$ cat config.mk
export PLATFORM = sky130hd
export DESIGN_NAME = rf_write_scheduler
export DESIGN_NICKNAME = d
export VERILOG_FILES = /design/src/rtl/rf_ctrl_pkg.sv /design/src/rtl/rr_arb2.sv /design/src/rtl/rf_write_scheduler.sv
export SDC_FILE = /design/constraint.sdc
export NUM_CORES = 1
export LEC_CHECK = 0
export CAP_MARGIN = 20
export CORE_MARGIN = 8
export CORE_UTILIZATION = 40
export CTS_CLUSTER_DIAMETER = 50
export DETAILED_ROUTE_END_ITERATION = 10
export PLACE_DENSITY = 0.71
export SKIP_LAST_GASP = 1
export SLEW_MARGIN = 20
export SYNTH_ARGS = -nofsm -noshare
export SYNTH_HDL_FRONTEND = slang
export SYNTH_SLANG_ARGS = --single-unit
export TNS_END_PERCENT = 1
$ cat constraint.sdc
create_clock -name clk -period 2.5 [get_ports clk]
set_input_delay 0.25 -clock clk [delete_from_list [all_inputs] [get_ports clk]]
set_output_delay 0.25 -clock clk [all_outputs]
set_load 0.05 [all_outputs]
$ cat src/rtl/rf_ctrl_pkg.sv
// Shared types and default widths for the register-file write scheduler.
package rf_ctrl_pkg;

  typedef enum logic {
    REQ_EX = 1'b0,
    REQ_LD = 1'b1
  } req_id_t;

  localparam int unsigned N_DEFAULT = 6;
  localparam int unsigned M_DEFAULT = 32;

endpackage

$ cat src/rtl/rr_arb2.sv
// Two-input round-robin arbiter: req[0] is EX, req[1] is LD.
// last_grant only moves on an accepted write.
module rr_arb2
  import rf_ctrl_pkg::*;
(
  input  logic       clk,
  input  logic       rst,
  input  logic [1:0] req,
  input  logic       accept,
  output logic [1:0] grant
);

  req_id_t last_grant_q, last_grant_d;

  always_comb begin
    grant = 2'b00;
    unique case (req)
      2'b01:   grant = 2'b01;
      2'b10:   grant = 2'b10;
      2'b11:   grant = (last_grant_q == REQ_LD) ? 2'b01 : 2'b10;
      default: grant = 2'b00;
    endcase
  end

  always_comb begin
    last_grant_d = last_grant_q;
    if (accept) begin
      last_grant_d = grant[1] ? REQ_LD : REQ_EX;
    end
  end

  // Resetting to LD lets EX win the first contention.
  always_ff @(posedge clk) begin
    if (rst) begin
      last_grant_q <= REQ_LD;
    end else begin
      last_grant_q <= last_grant_d;
    end
  end

endmodule

$ cat src/rtl/rf_write_scheduler.sv
// Register-file write-port scheduler: arbitrates EX/LD writebacks onto WE3/A3/WD3
// and keeps a per-register busy scoreboard for reservation and hazard detection.
module rf_write_scheduler
  import rf_ctrl_pkg::*;
#(
  parameter int unsigned N = N_DEFAULT,
  parameter int unsigned M = M_DEFAULT
) (
  input  logic         clk,
  input  logic         rst,
  input  logic         ex_valid,
  output logic         ex_ready,
  input  logic [N-1:0] ex_addr,
  input  logic [M-1:0] ex_data,
  input  logic         ld_valid,
  output logic         ld_ready,
  input  logic [N-1:0] ld_addr,
  input  logic [M-1:0] ld_data,
  input  logic         resv_valid,
  output logic         resv_ready,
  input  logic [N-1:0] resv_addr,
  input  logic [N-1:0] rd_a1,
  input  logic [N-1:0] rd_a2,
  output logic         hazard1,
  output logic         hazard2,
  output logic         WE3,
  output logic [N-1:0] A3,
  output logic [M-1:0] WD3,
  output logic         err_unreserved
);

  localparam int unsigned Regs = 2 ** N;

  logic [Regs-1:0] busy_q, busy_d;
  logic            we3_q;
  logic [N-1:0]    a3_q, a3_d;
  logic [M-1:0]    wd3_q, wd3_d;
  logic            err_q, err_d;
  logic [1:0]      req;
  logic [1:0]      grant;
  logic            accept;

  assign req = {ld_valid, ex_valid};

  rr_arb2 u_arb (
    .clk    (clk),
    .rst    (rst),
    .req    (req),
    .accept (accept),
    .grant  (grant)
  );

  // Grants are suppressed during reset so nothing is accepted on the reset edge.
  assign ex_ready   = grant[0] & ~rst;
  assign ld_ready   = grant[1] & ~rst;
  assign accept     = (ex_valid & ex_ready) | (ld_valid & ld_ready);
  assign resv_ready = ~rst & ~busy_q[resv_addr];

  assign hazard1 = busy_q[rd_a1];
  assign hazard2 = busy_q[rd_a2];

  assign WE3            = we3_q;
  assign A3             = a3_q;
  assign WD3            = wd3_q;
  assign err_unreserved = err_q;

  always_comb begin
    a3_d  = a3_q;
    wd3_d = wd3_q;
    if (ex_ready) begin
      a3_d  = ex_addr;
      wd3_d = ex_data;
    end else if (ld_ready) begin
      a3_d  = ld_addr;
      wd3_d = ld_data;
    end
  end

  // Clear on commit and set on reservation may hit different entries in one cycle.
  always_comb begin
    busy_d = busy_q;
    if (we3_q) begin
      busy_d[a3_q] = 1'b0;
    end
    if (resv_valid && resv_ready) begin
      busy_d[resv_addr] = 1'b1;
    end
  end

  assign err_d = err_q | (we3_q & ~busy_q[a3_q]);

  always_ff @(posedge clk) begin
    if (rst) begin
      busy_q <= '0;
      we3_q  <= 1'b0;
      a3_q   <= '0;
      wd3_q  <= '0;
      err_q  <= 1'b0;
    end else begin
      busy_q <= busy_d;
      we3_q  <= accept;
      a3_q   <= a3_d;
      wd3_q  <= wd3_d;
      err_q  <= err_d;
    end
  end

endmodule

* Word level (Yosys, flattened, before mapping)
Cells that the tools add are included.
** Cells by class
- Mux-type cells :: 21
- Bitwise logic cells :: 14
- Reduce and logical (&&, ||, !) cells :: 4
- Order comparisons :: 6
- Eq/ne operators :: 3
** Operators with widths (count)
- 64-bit 2-to-1 mux :: 2
- 64-bit AND :: 1
- 32-bit 2-to-1 mux :: 2
- 64-bit NOT :: 1
- 64-bit OR :: 1
- 6-bit by 7-bit less-than comparator with 1-bit output (second input constant) :: 4
- 1-bit binary-select mux with 6-bit select :: 4
- 1-bit demux with 6-bit select :: 2
- 6-bit by 1-bit greater-or-equal comparator with 1-bit output (second input constant) :: 2
- 6-bit 2-to-1 mux :: 2
- 1-bit 2-to-1 mux :: 7
- 1-bit AND :: 6
- 2-bit case mux with 3 select lines :: 1
- 2-bit equality test (second input constant) :: 2
- 1-bit logical AND :: 3
- 1-bit NOT :: 3
- 2-bit by 1-bit equality test with 1-bit output (second input constant) :: 1
- 2-bit 2-to-1 mux :: 1
- 1-bit OR :: 2
- 2-bit nonzero test :: 1
** Storage, ports and cells
- Input bits :: 99
- Flip-flop bits (word level) :: 105
- Logic and storage cells :: 54
- Output and inout port bits :: 45

* Longest topological paths before layout
- Word-level depth :: 9
- Mapped depth :: 8
- Gate-level depth less buffers :: 5

* Modules after synthesis
From an unflattened synthesis, not the netlist that was laid out.
** Second synthesis, totals
- Cell total of the unflattened synthesis :: 733
- Area total of the unflattened synthesis :: 6627.6 sq um
** By module, submodules not included
- rf_write_scheduler :: instances 1, area an instance 6573.8 sq um, sequential area each 2082.0 sq um, cells an instance 727
- rr_arb2 :: instances 1, area an instance 53.8 sq um, sequential area each 20.0 sq um, cells an instance 6

* Worst setup path after synthesis
OpenSTA, ideal clock, no wires.
- Path kind :: input to output
- From :: in resv_addr[1]
- To :: out resv_ready
- Required time :: 2.250 ns
- Data arrival time :: 3.001 ns
- Slack :: -0.751 ns
- Cell stages on the path :: 7
- Buffers on the path :: 2
- Path through :: buf_2 -> buf_6 -> mux2_2 -> a32o_1 -> o31ai_4 -> nand2_2 -> nor4_1
** Between the ends
- Cells in the longest elaborated chain, start to end :: 4
** RTL lines
- start, declared :: RTL line rf_write_scheduler.sv:21 : input logic [N-1:0] resv_addr,
- 1-bit binary-select mux with 6-bit select :: RTL line rf_write_scheduler.sv:57 : assign resv_ready = ~rst & ~busy_q[resv_addr];
- 1-bit 2-to-1 mux (not written as such) :: RTL line rf_write_scheduler.sv:57
- 1-bit NOT :: RTL line rf_write_scheduler.sv:57
- 1-bit AND :: RTL line rf_write_scheduler.sv:57
- end, declared :: RTL line rf_write_scheduler.sv:20 : output logic resv_ready,
No other way between the ends. The select of a mux whose other input is x is not followed.

* Final worst setup path
- From :: reg busy_q[39]
- To :: out hazard1
** Between the ends
- Cells in the longest elaborated chain, start to end :: 2
** RTL lines
- start, declared :: RTL line rf_write_scheduler.sv:34 : logic [Regs-1:0] busy_q, busy_d;
- start signal, assigned :: RTL line rf_write_scheduler.sv:100 : busy_q <= busy_d;
- 1-bit binary-select mux with 6-bit select :: RTL line rf_write_scheduler.sv:59 : assign hazard1 = busy_q[rd_a1];
- 1-bit 2-to-1 mux (not written as such) :: RTL line rf_write_scheduler.sv:59
- end, declared :: RTL line rf_write_scheduler.sv:24 : output logic hazard1,
No other way between the ends. The select of a mux whose other input is x is not followed.

==> results <==
- The number of instances in the synthesized netlist is between 600 and 700.
- The power density normalized to cell area is between 400 and 500 mW/mm^2.
- The finished layout holds 1121 standard cells, fillers aside.
- The uppermost layer routed is met4.
- The post-synthesis adder-cell area fraction is 0.
- The average via count per standard cell is 6.33.
- Across all layers, the routed design uses ~7.1k vias.
- The count of nets left with antenna violations once routing finished came out at 0.
- The delay contributed by the slowest stage of the critical path is ~0.6 ns.
- In the final routed layout, each cell accounts on average for ~24 um.
- The congestion estimate from routability-driven global placement came to approximately 1.0.
- The worst-case setup margin in the final layout is -0.00487 ns.
- The count of unique library cells instantiated by Yosys is between 50 and 60.
- The remaining max-slew budget at the tightest pin is 0.543.
- Counting every sink on the clock net gives between 100 and 150.
- The first TritonRoute pass finished after 5 iterations.
- Across the VDD grid, the largest voltage drop is ~0.00030 V.
- The worst setup path is captured at an output pin.
- The total I/O pin count is between 100 and 150.
- The portion of total power attributed to the clock network is 0.313.
- Of the total synthesized cell area, the portion taken by XOR and XNOR cells is 0.
- TritonCTS built the clock tree.
- Summing internal, switching and leakage power gives ~0.0043 W.
- The amount of wire on met3 after detailed routing is approximately 3800 um.
- The number of fill cells is about 1.5k.
- The routed design has roughly 27000 um of wire.
- The first global-routing pass estimated between 40000 and 50000 um of wire.
- Of the total synthesized cell area, the portion taken by AND, OR, NAND and NOR gates is 0.155.
- The number of synthesized flops with an enable pin is 0.
- The share of the cycle needed by the critical path after routing is 1.00.
- The signal arrival time at the worst endpoint is ~2.3 ns.
- Clock latency on the worst-skew pair, taken at its later pin, is 0.35 ns.
- The initial utilization of the core area, before any placement, comes to 0.407.
- Measured against the total synthesized area, the mux share comes to 0.280.
- Measured on the finished design, the core utilization comes to 0.569.
- The floorplan has 47 rows.
- Setup violations remaining at the end of the flow were counted as 1.
- For this run, the leading register cell type out of synthesis is sky130_fd_sc_hd__dfxtp_1.
- In the layout the commonest cells are sky130_fd_sc_hd__clkdlybuf4s50_1 (128), sky130_fd_sc_hd__buf_4 (95), sky130_fd_sc_hd__dfxtp_1 (87).
- Wire segments on met2 add up to roughly 12000 um in the final route.
- The achievable clock frequency is between 300 and 400 MHz.
- Leaving out fill and tap cells, the most frequent cell in the layout is sky130_fd_sc_hd__clkdlybuf4s50_1.
- Counting every net in the synthesized netlist gives approximately 800.
- After synthesis the cells add up to a little under 0.007 mm^2.
- Of the total power, the share spent switching nets is 0.309.
- The worst setup path is launched from a register.
- The width of the die is roughly 150 um.
- The clock transition at the register clock pins on the worst setup and hold paths after CTS is 0.07 ns.
- The area fraction in compound gates after synthesis came to 0.202.
- The run finished, with violations left.
- After the first detailed-routing iteration, the DRC count stood at around 800.
- The largest net degree at the start of global routing is 77.
- Hold timing on the final database bottoms out at a slack of about 0.37 ns.
- The final setup skew is 0.00685 ns.
- Max-cap violations in this run came to 0.
- The transition time at the pin with the least slew margin is 0.685 ns.
- The number of placed cells counting well taps is approximately 1.1k.
- The post-synthesis area per instance is roughly 9.6 um^2.
- The final-report hold violation count was 0.
- The number of design rule violations left after detail routing is 0.
- For the finished layout, the period the worst path requires is around 2.5 ns.
- For the final routed database, the setup TNS stands at -0.00487 ns.
- Setup repair after global routing could not meet its margin everywhere.
- The die covers between 0.02 and 0.025 mm^2.
- In the final design database the tool counted 995 nets.
- In this run, synthesis produced a sequential element count of about 110.
- The initial antenna violation count is 0.
- The leakage power summed over all cells is 3.57 nW.
- The tree is rooted in a sky130_fd_sc_hd__clkbuf_16.
- The fraction of the yosys area taken by sequential cells is 0.313.
- The checks that failed: negative setup slack.
- The max-slew violation total from the final report is 0.
- The area growth from synthesis to layout is 39.9%.
- The critical path is of the register to output pin type.
- The H-tree depth is 3.
- The number of clock buffers added by TritonCTS is 9.
- The share of layout cells above drive strength 1 is 0.233.
- The combined area of the multi-input logic cells is ~0.0043 mm^2.
- The endpoint required time on the critical path is 2.25 ns.
- The via count of the first global-routing pass is approximately 7k.
- For this run the aggregate overflow at the end of global routing stands at 0.
- 0 antenna diodes ended up in the layout.
- The area inside the core boundary is between 0.015 and 0.02 mm^2.
- The area used by sequential logic in the layout is 0.00213 mm^2.
- By area, the combinational part of the netlist is dominated by multiplexers.
- The met1 routed wirelength after detailed routing is approximately 10000 um.
- The critical path goes through mux4_4 > mux4_2 > a211oi_2 > a21oi_1 > buf_4.
- The power share of the sequential group is 0.422.
- The share of flip-flops with an asynchronous set or reset is 0.
- The count of port buffers added during placement is roughly 140.
- The cell-internal power is just under 0.003 W.
- The combinational fraction of design power is 0.266.
- The clock passes through at most 2 buffers.
- The die height is ~150 um.
- The switching power is between 0.001 and 0.0015 W.
- The post-detailed-placement half-perimeter wirelength is approximately 20000 um.
- The count of yosys warnings during synthesis is 0.
- The worst-path maximum fanout is 4.
- The slowest stage of the critical path is the sky130_fd_sc_hd__mux4_4 cell.
- The worst min-delay path category is input port to register.
- The total global routing track utilization is 0.248.
## through the flow
stage	cell area, um^2	worst slack [ns]
floorplan	6740	0.114
global placement	8880	-0.285
detailed placement	8880	-0.318
CTS	9380	-0.0565
global route	9400	-0.0644
finish	9400	-0.00487
## kinds of logic (layout without fill, tap and decap cells)
group	count (synthesis)	in the layout
AND/OR/NAND/NOR	210	210
multiplexers	119	119
buffers and inverters	71	275
AO/OA/AOI/OAI	192	192
flip-flops	105	105
## power by group through the flow
stage	Combinational, W	Clock [W]	Sequential, W
global route	0.00119	0.00141	0.00180
finish	0.00113	0.00133	0.00180
floorplan	0.000436	0	0.00200
CTS	0.00112	0.00135	0.00180
detailed placement	0.00109	0	0.00184
global placement	0.00109	0	0.00183
## registers in the layout, indices dropped and copies added, names as in the netlist
signal and flops:
busy_q 64, WE3 1, A3 6, u_arb.last_grant_q 1, err_unreserved 1, WD3 32
## critical path, delay by kind of cell (launching register included)
kind,cells,cell delay (ns)
buffers and inverters,1,0.19
DFF,1,0.36
AOI/OAI and AO/OA,2,0.25
muxes,2,1.10
## routing by layer
layer | GRT usage | vias up
met5 | 0 | -
met1 | 0.309 | 3282
li1 | - | 3122
met4 | 0.143 | 0
met3 | 0.0861 | 109
met2 | 0.366 | 579
## Yosys cell counts, types with 3 or more instances
cell type | number | area share
sky130_fd_sc_hd__inv_1 | 12 | 0.0067
sky130_fd_sc_hd__a31oi_1 | 3 | 0.0028
sky130_fd_sc_hd__nor2_1 | 53 | 0.030
sky130_fd_sc_hd__and3_1 | 5 | 0.0047
sky130_fd_sc_hd__nor3_1 | 5 | 0.0037
sky130_fd_sc_hd__nor3b_1 | 3 | 0.0034
sky130_fd_sc_hd__buf_2 | 11 | 0.0082
sky130_fd_sc_hd__nand2b_1 | 9 | 0.0084
sky130_fd_sc_hd__a221oi_1 | 6 | 0.0078
sky130_fd_sc_hd__mux4_2 | 27 | 0.090
sky130_fd_sc_hd__o21ai_0 | 47 | 0.035
sky130_fd_sc_hd__nand3b_1 | 7 | 0.0078
sky130_fd_sc_hd__nand4_1 | 4 | 0.0037
sky130_fd_sc_hd__o32ai_1 | 4 | 0.0052
sky130_fd_sc_hd__o21ai_1 | 8 | 0.0060
sky130_fd_sc_hd__buf_1 | 9 | 0.0050
sky130_fd_sc_hd__a221o_1 | 5 | 0.0074
sky130_fd_sc_hd__o311ai_0 | 5 | 0.0065
sky130_fd_sc_hd__clkbuf_1 | 32 | 0.018
sky130_fd_sc_hd__and2_1 | 6 | 0.0056
sky130_fd_sc_hd__o31ai_1 | 9 | 0.010
sky130_fd_sc_hd__mux2_2 | 9 | 0.015
sky130_fd_sc_hd__nor2b_1 | 11 | 0.010
sky130_fd_sc_hd__mux4_1 | 20 | 0.078
sky130_fd_sc_hd__a21oi_1 | 8 | 0.0060
sky130_fd_sc_hd__mux2i_1 | 62 | 0.092
sky130_fd_sc_hd__nand3_1 | 46 | 0.034
sky130_fd_sc_hd__nand2_1 | 47 | 0.026
sky130_fd_sc_hd__a211oi_1 | 41 | 0.046
sky130_fd_sc_hd__buf_6 | 3 | 0.0050
sky130_fd_sc_hd__dfxtp_1 | 105 | 0.31
sky130_fd_sc_hd__o22ai_1 | 3 | 0.0028
sky130_fd_sc_hd__o211ai_1 | 34 | 0.038
## repair_timing
item | CTS | global route
cloned | 2 | 0
endpoints found under the setup margin | 3 | 11
pin swaps | 8 | 4
setup buffers | 16 | 3
hold buffers | 0 | 0
resized for setup | 28 | 22
## final cells by class
cell class                 count  area share
timing repair buffer         247       0.251
clock inverter                 4     0.00306
clock buffer                  12      0.0262
multi-input combinational    521       0.459
inverter                      12     0.00479
sequential                   105       0.227
tap                          220      0.0293
## final timing paths
path	from	endpoint	slack (ns)	depth (start not counted)
worst max-delay path	busy_q[39]	hazard1	-0.005	5
worst min-delay path	rst	u_arb.last_grant_q	0.37	3
worst min register to register	u_arb.last_grant_q	u_arb.last_grant_q	0.47	2
worst max register to register	busy_q[6]	busy_q[7]	0.14	11
Power figures use the tool's default switching activity.
